==> src/rtl/bram_stream_writer_pkg.sv <==
// bram_stream_writer_pkg: shared FSM states, default BRAM word addresses and address helper
package bram_stream_writer_pkg;
  typedef enum logic [2:0] {S_IDLE, S_WRITE, S_PUBLISH, S_POLL, S_POLL_WAIT} state_t;
  localparam logic [13:0] DEF_BUF_BASE  = 14'h0010;
  localparam logic [13:0] DEF_HEAD_ADDR = 14'h0000;
  localparam logic [13:0] DEF_TAIL_ADDR = 14'h0001;
  localparam int          DEF_BUF_WORDS = 1024;
  function automatic logic [31:0] byte_addr(input logic [13:0] w);
    return {16'h0000, w, 2'b00};
  endfunction
endpackage

==> src/rtl/bram_stream_writer.sv <==
// bram_stream_writer: streams words into a BRAM circular buffer and publishes the head index
// Ports: CLK/RST clock and async active-high reset; in_valid/in_data/in_ready input stream;
// bramInitiatorWires_* BRAM initiator port (Din is read data for tail polls);
// words_written count of words committed to the buffer.
module bram_stream_writer
  import bram_stream_writer_pkg::*;
#(
  parameter logic [13:0] BUF_BASE  = DEF_BUF_BASE,
  parameter int          BUF_WORDS = DEF_BUF_WORDS,
  parameter logic [13:0] HEAD_ADDR = DEF_HEAD_ADDR,
  parameter logic [13:0] TAIL_ADDR = DEF_TAIL_ADDR
) (
  input  logic        CLK,
  input  logic        RST,
  input  logic        in_valid,
  input  logic [31:0] in_data,
  output logic        in_ready,
  output logic [31:0] bramInitiatorWires_bramAddr,
  output logic [31:0] bramInitiatorWires_bramDout,
  output logic [3:0]  bramInitiatorWires_bramWEN,
  output logic        bramInitiatorWires_bramEN,
  output logic        bramInitiatorWires_bramCLK,
  output logic        bramInitiatorWires_bramRST,
  input  logic [31:0] bramInitiatorWires_bramDin,
  output logic [31:0] words_written
);
  localparam int AW = $clog2(BUF_WORDS);
  state_t         r_state;
  logic [AW-1:0]  r_head;
  logic [AW-1:0]  r_tail;
  logic [31:0]    r_count;
  logic           r_en;
  logic [3:0]     r_wen;
  logic [13:0]    r_waddr;
  logic [31:0]    r_dout;
  logic [AW-1:0]  w_head_nxt;
  logic           w_full;
  logic           w_unused;
  // AW-bit sum wraps modulo BUF_WORDS on its own
  assign w_head_nxt = r_head + AW'(1);
  // one slot is sacrificed so full and empty are distinguishable
  assign w_full     = w_head_nxt == r_tail;
  assign in_ready   = (r_state == S_IDLE) && !w_full;
  assign w_unused   = ^bramInitiatorWires_bramDin[31:AW];
  assign bramInitiatorWires_bramAddr = byte_addr(r_waddr);
  assign bramInitiatorWires_bramDout = r_dout;
  assign bramInitiatorWires_bramWEN  = r_wen;
  assign bramInitiatorWires_bramEN   = r_en;
  assign bramInitiatorWires_bramCLK  = CLK;
  assign bramInitiatorWires_bramRST  = 1'b0;
  assign words_written = r_count;
  // BRAM port outputs are loaded on entry to the state that drives them
  always_ff @(posedge CLK or posedge RST) begin
    if (RST) begin
      r_state <= S_IDLE;
      r_head  <= '0;
      r_tail  <= '0;
      r_count <= '0;
      r_en    <= 1'b0;
      r_wen   <= '0;
      r_waddr <= '0;
      r_dout  <= '0;
    end else begin
      case (r_state)
        S_IDLE: begin
          if (in_valid && !w_full) begin
            r_state <= S_WRITE;
            r_en    <= 1'b1;
            r_wen   <= 4'hF;
            r_waddr <= BUF_BASE + 14'(r_head);
            r_dout  <= in_data;
          end else if (in_valid) begin
            r_state <= S_POLL;
            r_en    <= 1'b1;
            r_wen   <= 4'h0;
            r_waddr <= TAIL_ADDR;
            r_dout  <= '0;
          end
        end
        S_WRITE: begin
          r_state <= S_PUBLISH;
          r_head  <= w_head_nxt;
          r_count <= r_count + 32'd1;
          r_waddr <= HEAD_ADDR;
          r_dout  <= 32'(w_head_nxt);
        end
        S_PUBLISH, S_POLL: begin
          r_state <= r_state == S_POLL ? S_POLL_WAIT : S_IDLE;
          r_en    <= 1'b0;
          r_wen   <= '0;
          r_waddr <= '0;
          r_dout  <= '0;
        end
        S_POLL_WAIT: begin
          r_state <= S_IDLE;
          r_tail  <= bramInitiatorWires_bramDin[AW-1:0];
        end
        default: r_state <= S_IDLE;
      endcase
    end
  end
endmodule

==> config.mk <==
export PLATFORM = sky130hd
export DESIGN_NAME = bram_stream_writer
export DESIGN_NICKNAME = d
export VERILOG_FILES = /design/src/rtl/bram_stream_writer_pkg.sv /design/src/rtl/bram_stream_writer.sv
export SDC_FILE = /design/constraint.sdc
export NUM_CORES = 1
export LEC_CHECK = 0
export ABC_AREA = 1
export CAP_MARGIN = 30
export CORE_ASPECT_RATIO = 0.8
export CORE_MARGIN = 8
export CORE_UTILIZATION = 48
export CTS_CLUSTER_SIZE = 28
export DETAILED_ROUTE_END_ITERATION = 12
export GPL_TIMING_DRIVEN = 0
export HOLD_SLACK_MARGIN = 0.08
export PLACE_DENSITY = 0.86
export SYNTH_ARGS = -nofsm -noshare
export SYNTH_HDL_FRONTEND = slang
export SYNTH_SLANG_ARGS = --single-unit
export TNS_END_PERCENT = 100
==> constraint.sdc <==
create_clock -name CLK -period 8.9 [get_ports CLK]
set_clock_uncertainty 0.2 [all_clocks]
set_input_delay 1.78 -clock CLK [delete_from_list [all_inputs] [get_ports CLK]]
set_output_delay 1.78 -clock CLK [all_outputs]
set_load 0.02 [all_outputs]
==> reports/results.tsv <==
stage	metric	value	unit
floorplanning	die_w	131.5	um
clock_network	cts_hold_buf	0	
timing	tightestPinTransition	647.4	ps
clock_network	cts.clk_slew.worst_paths	70	ps
global_route	grt_pass1_wl	23540	um
cells_and_area	nets	837	
cells_and_area	instances_no_fill	912	
cells_and_area	fill_cells	823	
synthesis	synth-seq-area-share	0.4885	
place	gp_congestion	0.9054	
synthesis	synth_commonest_cells	nand2_1 (150), dfrtp_1 (100), inv_1 (59)	
synthesis	syn_inst	605	
power	ir_worst_vdd	0.0001553	V
synthesis	yosysMostFrequentCell	nand2_1	
synthesis	ys_types	31	
route	post_drt_via_cell_ratio	4.964	
hold_path	whs_path_depth	2	
clock_network	clk_latency	460	ps
cells_and_area	drive_gt1_frac	0.1386	
cells_and_area	multi_input_area	2166	um2
place	hpwl	11060	um
synthesis	avgSynthCellArea	8.467	um2
route	dr.pass1.iters	4	
timing	hold_viol_final	0	
clock_network	cts-resized-gates	0	
worst_setup_path	worstPathRequired	6920	ps
route	wirelength	14400	um
floorplanning	core-area	10320	um2
worst_setup_path	cp-end-kind	output port	
timing	fin_setup_tns	0	ps
worst_setup_path	cp-start-kind	clock port	
route	initialDrtViolationCount	270	
synthesis	syn_area	5122	um2
floorplanning	rows	33	
synthesis	synth_edf_count	0	
clock_network	post_cts_buffers	0	
flow_run	drv_cap	0	
synthesis	synthTopCellsByArea	dfrtp_1 (49%), nand2_1 (11%), nand3_1 (4.8%)	
worst_setup_path	crit_fanout	2	
synthesis	ys.flop_type	dfrtp_1	
worst_setup_path	critPathKind	clk2out	
worst_setup_path	crit_arrival	5340	ps
place	dp.cells	893	
timing	maxSlewViolCount	0	
global_route	globalRouteOverflowTotal	0	
floorplanning	die_area	14250	um2
global_route	grt_pass1_vias	4734	
synthesis	synth_warnings	0	
synthesis	async_flop_share	1.000	
route	wl_per_cell	15.79	um
cells_and_area	synthToLayoutAreaGrowth	37.74	%
worst_setup_path	rr_worst_depth	13	
timing	setup_viol	0	
floorplanning	ioPinCount	171	
place	portBuffers	126	
power	power_density	266.2	nW/um2
timing	slew_headroom	0.5684	
clock_network	tritoncts	built	
global_route	globalRouteTotalUtil	0.2056	
cells_and_area	diodes	0	
cells_and_area	regArea	2502	um2
route	final_antenna_net_count	0	
synthesis	synth.top_cell.area_share	0.4885	
synthesis	yosysTopAreaCell	dfrtp_1	
power	power_leakage	0.003400	uW
global_route	grt_max_degree	53	
hold_path	hp-class	reg2reg	
synthesis	ys_seq_elements	100	
timing	rsz0062_at_grt	false	
route	drc	0	
global_route	antenna_found_initial	0	
floorplanning	die_h	108.4	um
floorplanning	start_util	0.4962	
run_status	status	complete, no violations	
route	via_count	4527	
==> where the power goes <==
part           switching (uW)  internal [uW]
Clock                     196            304
Sequential               94.7            568
Combinational             414            301
Total                     705           1170
==> flip-flops by register name, summed over array words and instances, names as in the netlist <==
register	flops
r_state	3
bramInitiatorWires_bramWEN	1
words_written	32
r_tail	10
bramInitiatorWires_bramEN	1
r_waddr	11
bramInitiatorWires_bramDout	32
r_head	10
==> cells by family after synthesis <==
logic type,Yosys count,share of synthesized area
xor+xnor,36,0.06155
other cells,1,0.0007321
fa+ha+maj,3,0.007329
buf+inv,108,0.1041
compound gates,43,0.04324
mux,2,0.004396
flops,100,0.4885
simple gates,312,0.2902
==> area by class of cell <==
class | count | area share
tap | 140 | 0.02483
multi-input combinational | 418 | 0.3070
buffer | 42 | 0.04043
timing repair buffer | 126 | 0.1812
inverter | 66 | 0.03547
clock inverter | 5 | 0.008512
clock buffer | 15 | 0.04788
sequential | 100 | 0.3547
==> worst max-delay path, stage by stage <==
cell and delay (ps):
clkbuf_16 120, clkbuf_16 130, buf_4 120, clkdlybuf4s50_1 530
==> worst paths after layout <==
path                                                 start                         endpoint  slack, ps
min                        bramInitiatorWires_bramDout[10]  bramInitiatorWires_bramDout[10]        280
max                                                    CLK       bramInitiatorWires_bramCLK       1580
min in group asynchronous                              RST                       r_state[2]       1570
min reg2reg                bramInitiatorWires_bramDout[10]  bramInitiatorWires_bramDout[10]        280
max in group asynchronous                              RST                        r_tail[3]       6260
max reg2reg                                      r_head[4]                       r_waddr[7]       6510
==> through the flow <==
stage,total power [uW],setup slack [ps],hold slack [ps],utilization,area [um2]
CTS,1885,1564,283.2,0.6835,7056
detailed placement,1405,1848,264.5,0.6459,6668
global route,1986,1556,295.4,0.6835,7056
global placement,1380,1848,261.4,0.6430,6638
finish,1878,1579,279.5,0.6835,7056
floorplan,1085,2336,299.9,-,5201
==> metal layers <==
layer,track usage,routed length (um)
met1,0.2465,6156
met2,0.3263,6723
met3,0.07924,1173
met4,0.09321,351
met5,0,0
==> layout by cell type (no fill, tap or decap), types with 3 or more instances in the layout <==
master / instances
nor2_1: 57
xnor2_1: 13
buf_6: 3
ha_1: 3
clkbuf_1: 5
a21oi_1: 22
nand3_1: 49
clkbuf_16: 12
conb_1: 22
nand4_1: 5
nand2_1: 150
inv_1: 58
buf_4: 26
nand3_2: 21
o21ai_1: 9
clkdlybuf4s50_1: 126
dfrtp_1: 100
buf_2: 6
nor2_4: 3
xor2_1: 23
nor2_2: 9
o21ai_0: 10
nor3_1: 8
nand2_2: 5
inv_2: 7
No activity file was read; power rests on OpenSTA's default activity.
